--- config.mk ---
export PLATFORM = sky130hd
export DESIGN_NAME = mem_arbiter_flat
export DESIGN_NICKNAME = d
export VERILOG_FILES = /design/src/rtl/mem_arbiter_if.sv /design/src/rtl/mem_arbiter.sv /design/src/flat_wrapper.sv
export SDC_FILE = /design/constraint.sdc
export NUM_CORES = 1
export LEC_CHECK = 0
export CAP_MARGIN = 30
export CORE_MARGIN = 2
export CORE_UTILIZATION = 30
export CTS_CLUSTER_SIZE = 30
export DETAILED_ROUTE_END_ITERATION = 8
export SLEW_MARGIN = 0
export SYNTH_ARGS = -nofsm -noshare
export SYNTH_HDL_FRONTEND = slang
export SYNTH_SLANG_ARGS = --single-unit
--- constraint.sdc ---
create_clock -name clk -period 2.25 [get_ports clk]
set_clock_uncertainty 0.1 [all_clocks]
set_input_delay 0.225 -clock clk [delete_from_list [all_inputs] [get_ports clk]]
set_output_delay 0.225 -clock clk [all_outputs]
set_load 0.02 [all_outputs]
--- src/rtl/mem_arbiter_if.sv ---
// Bundle of the instruction port, data port and backing-memory port
// around the unified memory arbiter.
// slave  : the arbiter's view (serves the CPU ports, drives the memory port)
// master : the surrounding system's view (CPU requesters plus memory model)
interface mem_arbiter_if;
    // instruction fetch port
    logic        i_req;
    logic [31:0] i_addr;
    logic        i_ready;
    logic [31:0] i_rdata;
    logic        i_err;
    // data access port
    logic        d_req;
    logic        d_we;
    logic [31:0] d_addr;
    logic [31:0] d_wdata;
    logic        d_ready;
    logic [31:0] d_rdata;
    logic        d_err;
    // backing memory port
    logic        m_req;
    logic        m_we;
    logic [31:0] m_addr;
    logic [31:0] m_wdata;
    logic        m_ack;
    logic [31:0] m_rdata;

    modport slave (
        input  i_req, i_addr,
        output i_ready, i_rdata, i_err,
        input  d_req, d_we, d_addr, d_wdata,
        output d_ready, d_rdata, d_err,
        output m_req, m_we, m_addr, m_wdata,
        input  m_ack, m_rdata
    );

    modport master (
        output i_req, i_addr,
        input  i_ready, i_rdata, i_err,
        output d_req, d_we, d_addr, d_wdata,
        input  d_ready, d_rdata, d_err,
        input  m_req, m_we, m_addr, m_wdata,
        output m_ack, m_rdata
    );
endinterface

--- src/rtl/mem_arbiter.sv ---
// Serialises instruction-fetch and data accesses onto one single-ported
// memory. Data wins ties unless it has already won STREAK_MAX times in a
// row while a fetch waited. A request the memory never acknowledges is
// retired with an error after TIMEOUT busy cycles. All outputs registered.
module mem_arbiter #(
    parameter int STREAK_MAX = 4,   // 1..15
    parameter int TIMEOUT    = 255  // 1..255
) (
    input  logic          clk,
    input  logic          reset,
    mem_arbiter_if.slave  bus
);
    typedef enum logic [1:0] {IDLE, BUSY, DONE} state_t;

    localparam logic [3:0] STREAK_LIM = 4'(STREAK_MAX);
    localparam logic [7:0] TMO_LAST   = 8'(TIMEOUT - 1);
    localparam logic       PORT_INST  = 1'b0;
    localparam logic       PORT_DATA  = 1'b1;

    state_t      state_q;
    logic        gnt_q;        // port that owns the memory
    logic [3:0]  streak_q;     // consecutive data grants with a fetch waiting
    logic [7:0]  tmo_q;        // busy cycles elapsed without an ack

    logic        m_req_q;
    logic        m_we_q;
    logic [31:0] m_addr_q;
    logic [31:0] m_wdata_q;
    logic        i_ready_q, d_ready_q;
    logic [31:0] i_rdata_q, d_rdata_q;
    logic        i_err_q, d_err_q;

    logic        grant_any_d;
    logic        grant_data_d;
    logic [3:0]  streak_d;
    logic        finish_d;
    logic [31:0] rdata_d;
    logic        err_d;

    // Grant decision and completion result, consumed by the FSM below
    always_comb begin
        grant_any_d  = bus.i_req | bus.d_req;
        // data only loses when a fetch is waiting and the streak is spent
        grant_data_d = bus.d_req & ~(bus.i_req & (streak_q >= STREAK_LIM));
        streak_d     = 4'd0;
        if (grant_data_d && bus.i_req) begin
            streak_d = (streak_q >= STREAK_LIM) ? STREAK_LIM : streak_q + 4'd1;
        end
        // an ack in the last allowed cycle still counts as success
        finish_d = bus.m_ack | (tmo_q == TMO_LAST);
        err_d    = ~bus.m_ack;
        rdata_d  = (bus.m_ack && !m_we_q) ? bus.m_rdata : 32'd0;
    end

    // Arbiter FSM with all outputs registered
    always_ff @(posedge clk) begin
        if (reset) begin
            state_q   <= IDLE;
            gnt_q     <= PORT_INST;
            streak_q  <= 4'd0;
            tmo_q     <= 8'd0;
            m_req_q   <= 1'b0;
            m_we_q    <= 1'b0;
            m_addr_q  <= 32'd0;
            m_wdata_q <= 32'd0;
            i_ready_q <= 1'b0;
            d_ready_q <= 1'b0;
            i_rdata_q <= 32'd0;
            d_rdata_q <= 32'd0;
            i_err_q   <= 1'b0;
            d_err_q   <= 1'b0;
        end else begin
            // ready is a single-cycle pulse
            i_ready_q <= 1'b0;
            d_ready_q <= 1'b0;
            case (state_q)
                IDLE: begin
                    if (grant_any_d) begin
                        gnt_q    <= grant_data_d;
                        streak_q <= streak_d;
                        tmo_q    <= 8'd0;
                        m_req_q  <= 1'b1;
                        state_q  <= BUSY;
                        if (grant_data_d) begin
                            m_addr_q  <= bus.d_addr;
                            m_we_q    <= bus.d_we;
                            m_wdata_q <= bus.d_wdata;
                        end else begin
                            m_addr_q  <= bus.i_addr;
                            m_we_q    <= 1'b0;
                            m_wdata_q <= 32'd0;
                        end
                    end
                end
                BUSY: begin
                    if (finish_d) begin
                        m_req_q <= 1'b0;
                        state_q <= DONE;
                        if (gnt_q == PORT_DATA) begin
                            d_ready_q <= 1'b1;
                            d_rdata_q <= rdata_d;
                            d_err_q   <= err_d;
                        end else begin
                            i_ready_q <= 1'b1;
                            i_rdata_q <= rdata_d;
                            i_err_q   <= err_d;
                        end
                    end else begin
                        tmo_q <= tmo_q + 8'd1;
                    end
                end
                DONE:    state_q <= IDLE;
                default: state_q <= IDLE;
            endcase
        end
    end

    assign bus.m_req   = m_req_q;
    assign bus.m_we    = m_we_q;
    assign bus.m_addr  = m_addr_q;
    assign bus.m_wdata = m_wdata_q;
    assign bus.i_ready = i_ready_q;
    assign bus.i_rdata = i_rdata_q;
    assign bus.i_err   = i_err_q;
    assign bus.d_ready = d_ready_q;
    assign bus.d_rdata = d_rdata_q;
    assign bus.d_err   = d_err_q;
endmodule

--- src/flat_wrapper.sv ---
// flat-port wrapper written by rule: the top's interface ports become plain ports
module mem_arbiter_flat 
#(
    parameter int STREAK_MAX = 4,           
    parameter int TIMEOUT    = 255           
)
  (clk, reset, bus_i_req, bus_i_addr, bus_i_ready, bus_i_rdata, bus_i_err, bus_d_req, bus_d_we, bus_d_addr, bus_d_wdata, bus_d_ready, bus_d_rdata, bus_d_err, bus_m_req, bus_m_we, bus_m_addr, bus_m_wdata, bus_m_ack, bus_m_rdata);
  mem_arbiter_if bus_i ();
  input  logic clk;
  input  logic reset;
  input wire logic [$bits(bus_i.i_req)-1:0] bus_i_req;
  input wire logic [$bits(bus_i.i_addr)-1:0] bus_i_addr;
  output wire logic [$bits(bus_i.i_ready)-1:0] bus_i_ready;
  output wire logic [$bits(bus_i.i_rdata)-1:0] bus_i_rdata;
  output wire logic [$bits(bus_i.i_err)-1:0] bus_i_err;
  input wire logic [$bits(bus_i.d_req)-1:0] bus_d_req;
  input wire logic [$bits(bus_i.d_we)-1:0] bus_d_we;
  input wire logic [$bits(bus_i.d_addr)-1:0] bus_d_addr;
  input wire logic [$bits(bus_i.d_wdata)-1:0] bus_d_wdata;
  output wire logic [$bits(bus_i.d_ready)-1:0] bus_d_ready;
  output wire logic [$bits(bus_i.d_rdata)-1:0] bus_d_rdata;
  output wire logic [$bits(bus_i.d_err)-1:0] bus_d_err;
  output wire logic [$bits(bus_i.m_req)-1:0] bus_m_req;
  output wire logic [$bits(bus_i.m_we)-1:0] bus_m_we;
  output wire logic [$bits(bus_i.m_addr)-1:0] bus_m_addr;
  output wire logic [$bits(bus_i.m_wdata)-1:0] bus_m_wdata;
  input wire logic [$bits(bus_i.m_ack)-1:0] bus_m_ack;
  input wire logic [$bits(bus_i.m_rdata)-1:0] bus_m_rdata;
  assign bus_i.i_req = bus_i_req;
  assign bus_i.i_addr = bus_i_addr;
  assign bus_i_ready = bus_i.i_ready;
  assign bus_i_rdata = bus_i.i_rdata;
  assign bus_i_err = bus_i.i_err;
  assign bus_i.d_req = bus_d_req;
  assign bus_i.d_we = bus_d_we;
  assign bus_i.d_addr = bus_d_addr;
  assign bus_i.d_wdata = bus_d_wdata;
  assign bus_d_ready = bus_i.d_ready;
  assign bus_d_rdata = bus_i.d_rdata;
  assign bus_d_err = bus_i.d_err;
  assign bus_m_req = bus_i.m_req;
  assign bus_m_we = bus_i.m_we;
  assign bus_m_addr = bus_i.m_addr;
  assign bus_m_wdata = bus_i.m_wdata;
  assign bus_i.m_ack = bus_m_ack;
  assign bus_i.m_rdata = bus_m_rdata;
  mem_arbiter #(.STREAK_MAX(STREAK_MAX), .TIMEOUT(TIMEOUT)) u_core (.clk(clk), .reset(reset), .bus(bus_i));
endmodule
==> run metrics <==
Synth Register Bits 149; Total Nets Final 928; postcts setup bufs 0; # rows 49; Cell Area, Placed 8400 um2; first-pass GRT wire length 27700 um; DRC 0; number of flops mapped to enable cells by yosys 0; Antenna Cells 0; Slew Limit Fails 0; DRT Wirelength 17900 um; Worst setup EP type register; Synth Area in XOR/XNOR 0%; reg2reg setup slack 0.15 ns; vias per cell 5.15; Die X 140 um; CTS tree yes; vias in the first global route 5417; GP Congestion 0.788; share of cells above drive strength 1 8.21%; post-synthesis sequential area ratio 53.9%; compound-gate portion of the synthesized area 25.3%; largest net degree at the start of global routing 62; post-synthesis simple-gate area fraction 14.7%; area of the mapped netlist 5540 um2; Pwr Total 6.71 mW; Antenna Nets Post-Route 0; post-synth cell types 43; clk sinks 149; worst r2r src u_core.tmo_q[0]; Max Clock Freq 476 MHz; CTS Buffer Depth 2; Adder-Cell Fraction of Synth Area 0.678%; final setup fails 0; worst-case reg-to-reg path depth 6; drt first pass iters 5; Lkg Pwr 3.26 nW; per-cell routed wire length 17.3 um; largest family of logic cells by synthesized area compound AO/OA/AOI/OAI gates; Worst Hold End u_core.bus.m_req; Clock Root Buffer clkbuf_16; RSZ-0062 raised after global routing false; GRT Util Overall 17.6%; global route total overflow 0; Core Box Area 18000 um2; Hold Crit Class input port to register; Hold Buf Count CTS 0; io pins 268; clock transition at the registers of the reported paths 0.06 ns; Setup crit start kind register; fin crit share 93.5%; TritonCTS buffer count 17; post-DP HPWL 12800 um; Port Buf Inserts 267; status finished clean; Main synth FF type dfxtp_1; actual slew at the worst max-slew pin 0.989 ns; maximum fanout along the worst path 32; hold path cells 2; Mapped Cells 541; Iter 0 DRT Violations 277; syn_area_per_cell 10.2 um2; Layout Utilization 49.6%; FFs w/ async S/R, synth 0%; post-route minimum period 2.10 ns; WP data required 2.50 ns; CP Class register to register; synth warn 0; cts repair resizes 0; final hold violations 0; multiplexer area fraction after synthesis 0.181%; initial antenna violation count 0; Hold Path Origin reset; height of the die 140 um; P per Cell Area 750 nW/um2; Worst EP arrival 2.35 ns; vias post-DR 5320; Area Overhead vs Synth 61.6%; clk_lat worst skew 0.41 ns; CTS H-tree depth 4; reg2reg end u_core.bus.d_rdata[23]; die area 19600 um2; starting density of the core 30.7%; post-route cell area 8950 um2; Post-Syn Nets 678; Max Cap Violations 0; Rel. slew slack 34.0%; setup TNS 0 ns; Max VDD drop 494 uV
report_power, final:
part	total, mW	switching, mW	leakage [nW]	internal (mW)
sequential	2.87	0.0872	1.22	2.78
combinational	1.22	0.613	1.79	0.611
clock	2.61	1.18	0.256	1.43
total	6.71	1.88	3.26	4.83
synth_stat cells (all sizes together), types with 3 or more instances:
master | n | share of area, %
dfxtp | 149 | 54
nor2 | 79 | 5.4
a32o | 64 | 12
nand3 | 40 | 3.6
buf | 36 | 4.0
a22oi | 35 | 4.7
nand2 | 34 | 2.3
a311oi | 33 | 5.2
clkbuf | 18 | 1.2
a21oi | 7 | 0.70
nor3b | 4 | 0.84
a211o | 3 | 0.47
a31oi | 3 | 0.61
and3 | 3 | 0.34
ha | 3 | 0.68
nor3 | 3 | 0.27
nor4b | 3 | 0.47
o21ai | 3 | 0.47
per-layer routing:
| metal | global-route usage (%) | wire (um) |
|---|---|---|
| met2 | 30.6 | 8710 |
| met1 | 19.7 | 7210 |
| met5 | 0 | 0 |
| met3 | 7.30 | 1670 |
| met4 | 5.16 | 258 |
logic make-up after synthesis:
kind of cell	after synthesis
AOI/OAI and AO/OA	157
adders and majority gates	3
buffers and inverters	56
DFF	149
muxes	1
and+or+nand+nor	175
state kept, by name (all words and copies together) (netlist names):
register            count
u_core.bus.m_wdata     32
u_core.bus.m_we         1
u_core.bus.i_err        1
u_core.bus.m_req        1
u_core.gnt_q            1
u_core.bus.m_addr      32
u_core.bus.d_err        1
u_core.bus.d_ready      1
u_core.bus.d_rdata     32
u_core.tmo_q            8
u_core.bus.i_ready      1
u_core.state_q          2
u_core.bus.i_rdata     32
u_core.streak_q         4
worst max path at each step:
stage                         start                     end  slack (ns)
floorplan           u_core.tmo_q[0]  u_core.bus.d_rdata[10]        0.64
global placement    u_core.tmo_q[0]   u_core.bus.d_rdata[9]        0.22
detailed placement  u_core.tmo_q[0]  u_core.bus.d_rdata[25]        0.12
CTS                 u_core.tmo_q[0]  u_core.bus.d_rdata[23]        0.11
global route        u_core.tmo_q[0]  u_core.bus.d_rdata[23]       0.003
finish              u_core.tmo_q[0]  u_core.bus.d_rdata[23]        0.15
stage by stage:
stage / hold WS [ns] / worst slack, ns / std cells
after floorplan: 0.222 / 0.637 / 541
after global placement: 0.346 / 0.219 / 1001
after detailed placement: 0.356 / 0.120 / 1001
after CTS: 0.0682 / 0.114 / 1033
after global routing: 0.0953 / 0.00342 / 1033
final: 0.0814 / 0.147 / 1033
critical path, stage by stage (launching register included):
cell and delay [ns]:
dfxtp_1 0.37, inv_1 0.07, ha_1 0.19, nand3_1 0.19
o21ai_4 0.09, a31oi_4 0.79, a32o_1 0.22
layout make-up:
| class | instances | area, um2 |
|---|---|---|
| sequential | 149 | 2980 |
| timing repair buffer | 285 | 2840 |
| tap | 229 | 287 |
| clock buffer | 17 | 425 |
| fill | 1663 | 9080 |
| clock inverter | 15 | 123 |
| inverter | 2 | 7.51 |
| multi-input combinational | 336 | 2280 |
cell usage in the layout (no fill, tap or decap), types with 2 or more instances in the layout:
cell	instances
a211o_1	3
a211oi_1	2
a21oi_1	6
a22oi_1	35
a311oi_1	33
a31oi_1	2
a32o_1	64
and3_1	3
buf_12	3
buf_4	15
clkbuf_16	17
clkdlybuf4s50_1	266
clkinv_2	2
clkinv_4	3
clkinvlp_4	5
dfxtp_1	149
ha_1	3
inv_1	2
inv_6	3
inv_8	2
nand2_1	34
nand2b_1	2
nand3_1	40
nor2_1	78
nor3_1	2
nor3b_1	2
nor3b_4	2
nor4b_1	3
o211a_1	2
o21ai_2	2
or3_1	2
Note: power is estimated with default switching activity, not from simulation.
